File: src/rtl/prefix_adder_pipe.sv
// Pipelined Sklansky prefix adder/subtractor with a valid/ready stream interface.
// Operands are registered, the prefix tree is optionally cut by INT_STAGES registers, the result is registered.
module prefix_adder_pipe #(
    parameter int WIDTH      = 16,
    parameter int INT_STAGES = 1,
    parameter int SIGNED     = 0
) (
    input  logic             clk,
    input  logic             rst_n,
    input  logic             in_valid,
    output logic             in_ready,
    input  logic [WIDTH-1:0] a,
    input  logic [WIDTH-1:0] b,
    input  logic             cin,
    input  logic             sub,
    output logic             out_valid,
    input  logic             out_ready,
    output logic [WIDTH-1:0] sum,
    output logic             cout,
    output logic             ovf
);

    localparam int L = $clog2(WIDTH);
    localparam int N = 1 << L;

    // True when a register cut follows prefix level lvl.
    function automatic bit is_cut(input int lvl);
        bit r;
        r = 1'b0;
        for (int k = 1; k <= INT_STAGES; k++) begin
            if ((k * L) / (INT_STAGES + 1) == lvl) r = 1'b1;
        end
        return r;
    endfunction

    // Handshake: a beat transfers on an edge where valid && ready. The whole
    // pipe advances together; it holds only when the output is full and not
    // taken, so in_ready is simply the inverse of that stall (gated by reset).
    logic stall;
    logic advance;
    assign stall    = out_valid & ~out_ready;
    assign advance  = ~stall;
    assign in_ready = rst_n & ~stall;

    logic [WIDTH-1:0] a_q, b_eff_q, b_eff_d;
    logic             c0_q, c0_d, sub_q, in_v_q;

    assign b_eff_d = sub ? ~b : b;
    assign c0_d    = sub | cin;

    always_ff @(posedge clk) begin
        if (!rst_n) begin
            in_v_q  <= 1'b0;
            a_q     <= '0;
            b_eff_q <= '0;
            c0_q    <= 1'b0;
            sub_q   <= 1'b0;
        end else if (advance) begin
            in_v_q  <= in_valid;
            a_q     <= a;
            b_eff_q <= b_eff_d;
            c0_q    <= c0_d;
            sub_q   <= sub;
        end
    end

    // Per-level tree state plus the sideband that must travel with it.
    logic [N-1:0]     g_lv   [L+1];
    logic [N-1:0]     p_lv   [L+1];
    logic [WIDTH-1:0] sb_p   [L+1];
    logic             sb_c0  [L+1];
    logic             sb_sub [L+1];
    logic             sb_v   [L+1];

    logic [WIDTH-1:0] gen0, prop0;
    logic [N-1:0]     g_base, p_base;

    assign gen0  = a_q & b_eff_q;
    assign prop0 = a_q ^ b_eff_q;

    // Carry-in is folded into bit 0 so every prefix G[i:0] already spans bit -1.
    // Pad bits above WIDTH stay 0 and only ever feed higher (discarded) bits.
    always_comb begin
        g_base            = '0;
        p_base            = '0;
        g_base[WIDTH-1:0] = gen0;
        p_base[WIDTH-1:0] = prop0;
        g_base[0]         = gen0[0] | (prop0[0] & c0_q);
    end

    assign g_lv[0]   = g_base;
    assign p_lv[0]   = p_base;
    assign sb_p[0]   = prop0;
    assign sb_c0[0]  = c0_q;
    assign sb_sub[0] = sub_q;
    assign sb_v[0]   = in_v_q;

    for (genvar l = 1; l <= L; l++) begin : g_level
        logic [N-1:0] lvl_g, lvl_p;

        // Upper half of each 2^l group combines with the top bit of its lower half.
        always_comb begin
            lvl_g = g_lv[l-1];
            lvl_p = p_lv[l-1];
            for (int i = 0; i < N; i++) begin
                if (((i >> (l - 1)) & 1) == 1) begin
                    lvl_g[i] = g_lv[l-1][i] | (p_lv[l-1][i] & g_lv[l-1][((i >> (l - 1)) << (l - 1)) - 1]);
                    lvl_p[i] = p_lv[l-1][i] & p_lv[l-1][((i >> (l - 1)) << (l - 1)) - 1];
                end
            end
        end

        if (is_cut(l)) begin : g_cut
            logic [N-1:0]     cg_q, cp_q;
            logic [WIDTH-1:0] cs_q;
            logic             cc_q, csub_q, cv_q;

            always_ff @(posedge clk) begin
                if (!rst_n) begin
                    cg_q   <= '0;
                    cp_q   <= '0;
                    cs_q   <= '0;
                    cc_q   <= 1'b0;
                    csub_q <= 1'b0;
                    cv_q   <= 1'b0;
                end else if (advance) begin
                    cg_q   <= lvl_g;
                    cp_q   <= lvl_p;
                    cs_q   <= sb_p[l-1];
                    cc_q   <= sb_c0[l-1];
                    csub_q <= sb_sub[l-1];
                    cv_q   <= sb_v[l-1];
                end
            end

            assign g_lv[l]   = cg_q;
            assign p_lv[l]   = cp_q;
            assign sb_p[l]   = cs_q;
            assign sb_c0[l]  = cc_q;
            assign sb_sub[l] = csub_q;
            assign sb_v[l]   = cv_q;
        end else begin : g_pass
            assign g_lv[l]   = lvl_g;
            assign p_lv[l]   = lvl_p;
            assign sb_p[l]   = sb_p[l-1];
            assign sb_c0[l]  = sb_c0[l-1];
            assign sb_sub[l] = sb_sub[l-1];
            assign sb_v[l]   = sb_v[l-1];
        end
    end

    logic [WIDTH-1:0] carry_d, sum_d;
    logic             cout_d, ovf_d;

    assign carry_d = {g_lv[L][WIDTH-2:0], sb_c0[L]};
    assign sum_d   = sb_p[L] ^ carry_d;
    assign cout_d  = g_lv[L][WIDTH-1];
    assign ovf_d   = (SIGNED != 0) ? (carry_d[WIDTH-1] ^ cout_d) : (cout_d ^ sb_sub[L]);

    logic unused_tree;
    assign unused_tree = ^{p_lv[L], g_lv[L]};

    logic [WIDTH-1:0] sum_q;
    logic             cout_q, ovf_q, out_v_q;

    // Result fields are zeroed whenever the slot is empty so idle outputs are clean.
    always_ff @(posedge clk) begin
        if (!rst_n) begin
            out_v_q <= 1'b0;
            sum_q   <= '0;
            cout_q  <= 1'b0;
            ovf_q   <= 1'b0;
        end else if (advance) begin
            out_v_q <= sb_v[L];
            sum_q   <= sb_v[L] ? sum_d  : '0;
            cout_q  <= sb_v[L] ? cout_d : 1'b0;
            ovf_q   <= sb_v[L] ? ovf_d  : 1'b0;
        end
    end

    assign out_valid = out_v_q;
    assign sum       = sum_q;
    assign cout      = cout_q;
    assign ovf       = ovf_q;

endmodule
File: config.mk
export PLATFORM = sky130hd
export DESIGN_NAME = prefix_adder_pipe
export DESIGN_NICKNAME = d
export VERILOG_FILES = /design/src/rtl/prefix_adder_pipe.sv
export SDC_FILE = /design/constraint.sdc
export NUM_CORES = 1
export LEC_CHECK = 0
export BUFFER_PORTS_ARGS = -buffer_cell sky130_fd_sc_hd__buf_2
export CAP_MARGIN = 40
export CORE_MARGIN = 8
export CORE_UTILIZATION = 35
export CTS_CLUSTER_DIAMETER = 40
export DETAILED_ROUTE_END_ITERATION = 16
export PLACE_DENSITY = 0.53
export SYNTH_ARGS = -nofsm -noshare
export SYNTH_HDL_FRONTEND = slang
export SYNTH_SLANG_ARGS = --single-unit
File: constraint.sdc
create_clock -name clk -period 1.65 [get_ports clk]
set_input_delay 0.4125 -clock clk [delete_from_list [all_inputs] [get_ports clk]]
set_output_delay 0.4125 -clock clk [all_outputs]
set_load 0.02 [all_outputs]
======== Word level (Yosys, flattened, before mapping) ========
Index checks and enable logic that the tools add are counted.
storage, ports and cells
  flip-flop bits (word level) ............. 105
  input port bits ......................... 38
  logic and storage cells ................. 115
cells by class
  mux-type cells .......................... 4
  bitwise operators ....................... 96
operators with widths
  kind                number
  1-bit bitwise AND   55
  1-bit bitwise OR    34
  16-bit 2-to-1 mux   2
  16-bit XOR          2
  16-bit bitwise AND  1
  16-bit inverter     1
  1-bit 2-to-1 mux    2
  1-bit inverter      2
  1-bit XOR           1

======== Logic depth before layout (Yosys ltp) ========
  depth in word-level cells ............... 7
  gate-level depth with buffers ........... 7
  mapped depth without buffers ............ 5

======== Least setup slack after synthesis ========
No wires, ideal clock.
  path type ............................... input-to-reg
  start ................................... in out_ready
  end ..................................... reg sum_q[10], in the netlist sum[10]
  library setup time ...................... 119 ps
  arrival time ............................ 1,224 ps
  required time ........................... 1,531 ps
  slack ................................... 307 ps
  stages on the path ...................... 6
  buffers on the path ..................... 2
  cells stage by stage .................... nand2b_1 buf_2 and2_4 nand2_2 buf_2 o21ai_1
on the way
  cells in the longest elaborated chain, start to end .. 2
RTL lines
  element               line  source
  start, declared       17    input logic out_ready,
  1-bit inverter        41    assign stall = out_valid & ~out_ready;
  1-bit bitwise AND     41
  end signal, assigned  175   sum_q <= sb_v[L] ? sum_d : '0;
  end, declared         163   logic [WIDTH-1:0] sum_q;
Every way passes these cells.
A chain may end at the register's enable or synchronous reset.

======== Worst setup path in the final report ========
  start ................................... reg out_v_q, in the netlist out_valid
  end ..................................... out in_ready
on the way
  cells in the longest elaborated chain, start to end .. 3
RTL lines
  element                 line  source
  start, declared         164   logic cout_q, ovf_q, out_v_q;
  start signal, assigned  174   out_v_q <= sb_v[L];
  1-bit bitwise AND       41
  1-bit inverter          43    assign in_ready = rst_n & ~stall;
  1-bit bitwise AND       43
  end, declared           11    output logic in_ready,
Every way passes these cells.

==> impl_metrics.prom <==
# TYPE chip_impl_metric gauge
chip_impl_info{name="tritoncts",value="done"} 1
chip_impl_metric{name="cts_buffers",unit=""} 9
chip_impl_info{name="worstReg2RegStart",value="g_level[2].g_cut.cg_q[3]"} 1
chip_impl_metric{name="netSwitchingFraction",unit=""} 0.2345
chip_impl_metric{name="fraction_of_the_mapped_netlist_area_in_simple_logic_gates",unit=""} 0.1614
chip_impl_metric{name="synth-adder-area-share",unit=""} 0.05110
chip_impl_metric{name="psw",unit="mW"} 1.208
chip_impl_metric{name="row_count",unit=""} 40
chip_impl_metric{name="die-width",unit="um"} 125.1
chip_impl_metric{name="drc",unit=""} 0
chip_impl_metric{name="grt_pass1_vias",unit=""} 3076
chip_impl_metric{name="final_cell_area",unit="sq um"} 4886
chip_impl_info{name="critical_path_source_type",value="flip-flop"} 1
chip_impl_metric{name="number_of_diodes",unit=""} 0
chip_impl_metric{name="slew-limit-headroom",unit=""} 0.7715
chip_impl_info{name="post-synth-top-count-cell",value="sky130_fd_sc_hd__nand2_1"} 1
chip_impl_metric{name="timing.critical_path.fanout_max",unit=""} 3
chip_impl_metric{name="fin_crit_sh",unit=""} 0.9376
chip_impl_metric{name="placed_area",unit="sq um"} 4606
chip_impl_info{name="worstSetupStartpoint",value="out_valid"} 1
chip_impl_metric{name="initialDrtViolationCount",unit=""} 178
chip_impl_metric{name="pwr-share-comb",unit=""} 0.110
chip_impl_metric{name="required",unit="ns"} 1.24
chip_impl_info{name="type_of_the_tightest_min_delay_check",value="primary input to flip-flop"} 1
chip_impl_metric{name="wl",unit="um"} 8947
chip_impl_metric{name="final_critical_delay_including_setup_and_external_delays",unit="ns"} 1.547
chip_impl_info{name="run_status",value="complete, no violations"} 1
chip_impl_metric{name="finalHoldViolations",unit=""} 0
chip_impl_metric{name="yosysUniqueCellTypes",unit=""} 33
chip_impl_metric{name="max_slew.worst_pin.slew",unit="ns"} 0.3427
chip_impl_info{name="root_buffer",value="sky130_fd_sc_hd__clkbuf_16"} 1
chip_impl_metric{name="ys_seq_area_frac",unit=""} 0.4713
chip_impl_metric{name="final_net_count",unit=""} 571
chip_impl_metric{name="clkSlewWorstSetupHoldPaths",unit="ns"} 0.06
chip_impl_metric{name="number_of_enable_flip_flop_cells_after_synthesis",unit=""} 0
chip_impl_metric{name="cap_viol_max_count",unit=""} 0
chip_impl_metric{name="core-area",unit="sq um"} 11810
chip_impl_info{name="grt_setup_unrepaired",value="no"} 1
chip_impl_metric{name="yosysTopAreaCellShare",unit=""} 0.4713
chip_impl_metric{name="drt_pass1_iterations",unit=""} 4
chip_impl_metric{name="synthArstFlopShare",unit=""} 0
chip_impl_info{name="yosys_most_used_dff",value="sky130_fd_sc_hd__dfxtp_1"} 1
chip_impl_info{name="synth.area.top_cells",value="sky130_fd_sc_hd__dfxtp_1, sky130_fd_sc_hd__nand2_1, sky130_fd_sc_hd__a21boi_0"} 1
chip_impl_metric{name="hpwlAfterDp",unit="um"} 6388
chip_impl_metric{name="floorplan.initialDensity",unit=""} 0.3524
chip_impl_metric{name="floorplan.die.height",unit="um"} 125.1
chip_impl_metric{name="synth-seq-cells",unit=""} 98
chip_impl_metric{name="routabilityCongestion",unit=""} 0.7170
chip_impl_metric{name="total_leakage_power",unit="nW"} 2.188
chip_impl_metric{name="reg2regPathDepth",unit=""} 5
chip_impl_info{name="synth_top_family_by_area",value="compound AO/OA/AOI/OAI gates"} 1
chip_impl_metric{name="mappedNetlistNets",unit=""} 525
chip_impl_metric{name="synth_cells",unit=""} 470
chip_impl_metric{name="clock_network_fraction_of_design_power",unit=""} 0.387
chip_impl_metric{name="area_delta_synth_final",unit="%"} 17.37
chip_impl_metric{name="syn_area_per_cell",unit="sq um"} 8.857
chip_impl_metric{name="tns",unit="ns"} 0
chip_impl_metric{name="peakVddDrop",unit="uV"} 533.4
chip_impl_metric{name="final.fill_count",unit=""} 1226
chip_impl_metric{name="grt_pass1_wl",unit="um"} 15310
chip_impl_metric{name="grt_antenna_before_repair",unit=""} 0
chip_impl_metric{name="globalRouteOverflowTotal",unit=""} 0
chip_impl_metric{name="fin_cells",unit=""} 668
chip_impl_metric{name="grt_start_max_net_pins",unit=""} 66
chip_impl_info{name="worstSetupEndpointType",value="primary output"} 1
chip_impl_info{name="synth_top_area_cell",value="sky130_fd_sc_hd__dfxtp_1"} 1
chip_impl_metric{name="power_density",unit="nW/um^2"} 1054
chip_impl_info{name="worst_r2r_endpoint",value="sum[10]"} 1
chip_impl_metric{name="setup_viol",unit=""} 0
chip_impl_metric{name="pwr-share-seq",unit=""} 0.503
chip_impl_metric{name="post_drt_wl_per_cell",unit="um"} 13.39
chip_impl_metric{name="port_buffers",unit=""} 57
chip_impl_metric{name="dp_cells",unit=""} 652
chip_impl_info{name="critPathKind",value="flip-flop to primary output"} 1
chip_impl_metric{name="postRouteAntennaNets",unit=""} 0
chip_impl_metric{name="cts_sinks",unit=""} 98
chip_impl_metric{name="post-route-util",unit=""} 0.4137
chip_impl_info{name="crit_path_end",value="in_ready"} 1
chip_impl_metric{name="floorplan.die_area",unit="sq um"} 15640
chip_impl_metric{name="synthesis.yosys.warnings",unit=""} 0
chip_impl_metric{name="floorplan.io_pins",unit=""} 58
chip_impl_metric{name="fraction_of_the_mapped_netlist_area_in_compound_gates",unit=""} 0.2080
chip_impl_metric{name="deepest_clock_path_buffer_count",unit=""} 2
chip_impl_metric{name="detail_route.vias_per_cell",unit=""} 4.714
chip_impl_metric{name="post_cts.repair.setup_buffers",unit=""} 0
chip_impl_info{name="post_synth_most_frequent_cells",value="sky130_fd_sc_hd__nand2_1, sky130_fd_sc_hd__dfxtp_1, sky130_fd_sc_hd__a21boi_0"} 1
chip_impl_metric{name="reg2reg_setup_slack",unit="ns"} 0.31
chip_impl_info{name="hold_path_startpoint",value="a[1]"} 1
chip_impl_metric{name="route.vias.total",unit=""} 3149
chip_impl_metric{name="synth_xor_xnor_area_share",unit=""} 0.06733
chip_impl_metric{name="clock-skew-final",unit="ns"} 0.003716
chip_impl_metric{name="post_cts_hold_buffer_count",unit=""} 0
chip_impl_metric{name="post_synth_instance_area",unit="sq um"} 4163
chip_impl_metric{name="cts.htree.levels",unit=""} 3
chip_impl_metric{name="post_cts.resized_instances",unit=""} 0
chip_impl_metric{name="p_int",unit="mW"} 3.943
chip_impl_metric{name="worst_skew_pair.late_latency",unit="ns"} 0.33
chip_impl_metric{name="synth.area.mux_share",unit=""} 0
chip_impl_metric{name="data_arrival_critical_path",unit="ns"} 1.13
chip_impl_metric{name="globalRouteTotalUtil",unit=""} 0.1176
chip_impl_metric{name="post_route_cells_drive_above_1_share",unit=""} 0.1631
chip_impl_metric{name="drv_slew",unit=""} 0
chip_impl_metric{name="worst_hold_slack",unit="ns"} 0.3233
chip_impl_metric{name="fmax",unit="MHz"} 646.4
==> through the flow <==
step           setup slack [ns]  total power, mW
2_1_floorplan            0.3072            3.019
3_5_place_dp             0.2304            3.209
6_report                 0.1029            5.151
3_3_place_gp             0.2399            3.204
5_1_grt                 0.04023            5.430
4_1_cts                 0.08565            5.227
==> power groups by stage <==
stage	sequential, mW	clock (mW)	combinational (mW)
2_1_floorplan	2.63	0	0.390
3_3_place_gp	2.64	0	0.565
3_5_place_dp	2.64	0	0.566
4_1_cts	2.59	2.06	0.572
5_1_grt	2.61	2.19	0.637
6_report	2.59	2.00	0.567
==> how the worst min path moves through the flow <==
stage                               end  slack [ns]  cells past startpoint
6_report                         a_q[1]        0.32                      3
3_3_place_gp                     sum[2]        0.44                      2
3_5_place_dp                    sum[10]        0.44                      2
2_1_floorplan  g_level[2].g_cut.cp_q[5]        0.43                      2
4_1_cts                         a_q[14]        0.32                      3
5_1_grt                          a_q[1]        0.32                      3
==> registers in the layout, indices dropped and copies added, names as in the netlist <==
register              flops
g_level.g_cut.cc_q        1
out_valid                 1
cout                      1
g_level.g_cut.cv_q        1
sub_q                     1
g_level.g_cut.csub_q      1
g_level.g_cut.cp_q       13
c0_q                      1
g_level.g_cut.cg_q       16
ovf                       1
a_q                      16
sum                      16
g_level.g_cut.cs_q       12
b_eff_q                  16
in_v_q                    1
==> layout make-up <==
class                      instances  area, sq um  area share
timing repair buffer              67        410.4     0.08399
tap                              147        183.9     0.03764
clock inverter                     3        40.04    0.008195
clock buffer                      13        240.2     0.04917
multi-input combinational        339         2046      0.4187
inverter                           1        3.754   0.0007682
sequential                        98         1962      0.4015
==> cells by family (layout without fill, tap and decap cells) <==
logic type | Yosys count | after routing
flops | 98 | 98
simple gates | 163 | 163
compound gates | 127 | 127
xor+xnor | 32 | 32
buf+inv | 33 | 84
fa+ha+maj | 17 | 17
==> worst max-delay path, stage by stage, from the launching register on <==
cell	delay (ns)
sky130_fd_sc_hd__dfxtp_1	0.40
sky130_fd_sc_hd__nand2b_4	0.09
sky130_fd_sc_hd__and2_4	0.16
sky130_fd_sc_hd__buf_2	0.15
==> per-layer routing <==
| metal | wire length [um] | part of all wire | vias to the layer above | track usage |
|---|---|---|---|---|
| li1 | - | - | 1679 | - |
| met1 | 4706 | 0.53 | 1414 | 0.1613 |
| met2 | 3809 | 0.43 | 46 | 0.1713 |
| met3 | 303 | 0.034 | 10 | 0.02975 |
| met4 | 128 | 0.014 | 0 | 0.04728 |
| met5 | 0 | 0 | - | 0 |
==> layout by cell type, fill, tap and decap left out <==
master	count
sky130_fd_sc_hd__buf_4	6
sky130_fd_sc_hd__buf_12	4
sky130_fd_sc_hd__clkbuf_16	9
sky130_fd_sc_hd__a21boi_0	38
sky130_fd_sc_hd__o21ai_0	22
sky130_fd_sc_hd__clkinv_2	2
sky130_fd_sc_hd__buf_2	57
sky130_fd_sc_hd__clkbuf_1	4
sky130_fd_sc_hd__a31oi_2	1
sky130_fd_sc_hd__nand2_2	1
sky130_fd_sc_hd__o211a_1	17
sky130_fd_sc_hd__nor2b_4	1
sky130_fd_sc_hd__nand2_1	128
sky130_fd_sc_hd__a21boi_1	6
sky130_fd_sc_hd__or2_2	1
sky130_fd_sc_hd__and3_1	1
sky130_fd_sc_hd__a211o_1	1
sky130_fd_sc_hd__nand3_1	9
sky130_fd_sc_hd__dfxtp_1	98
sky130_fd_sc_hd__a31oi_1	6
sky130_fd_sc_hd__nor2_1	8
sky130_fd_sc_hd__a22o_1	1
sky130_fd_sc_hd__o21a_1	1
sky130_fd_sc_hd__xor2_1	11
sky130_fd_sc_hd__a21oi_1	18
sky130_fd_sc_hd__xnor2_1	21
sky130_fd_sc_hd__and2_4	1
sky130_fd_sc_hd__a21o_1	4
sky130_fd_sc_hd__bufinv_16	1
sky130_fd_sc_hd__inv_1	1
sky130_fd_sc_hd__nor3b_1	3
sky130_fd_sc_hd__nand2b_4	1
sky130_fd_sc_hd__and2_1	7
sky130_fd_sc_hd__nor3_1	2
sky130_fd_sc_hd__o21ai_1	12
sky130_fd_sc_hd__ha_1	17
No activity file was read; power rests on OpenSTA's default activity.
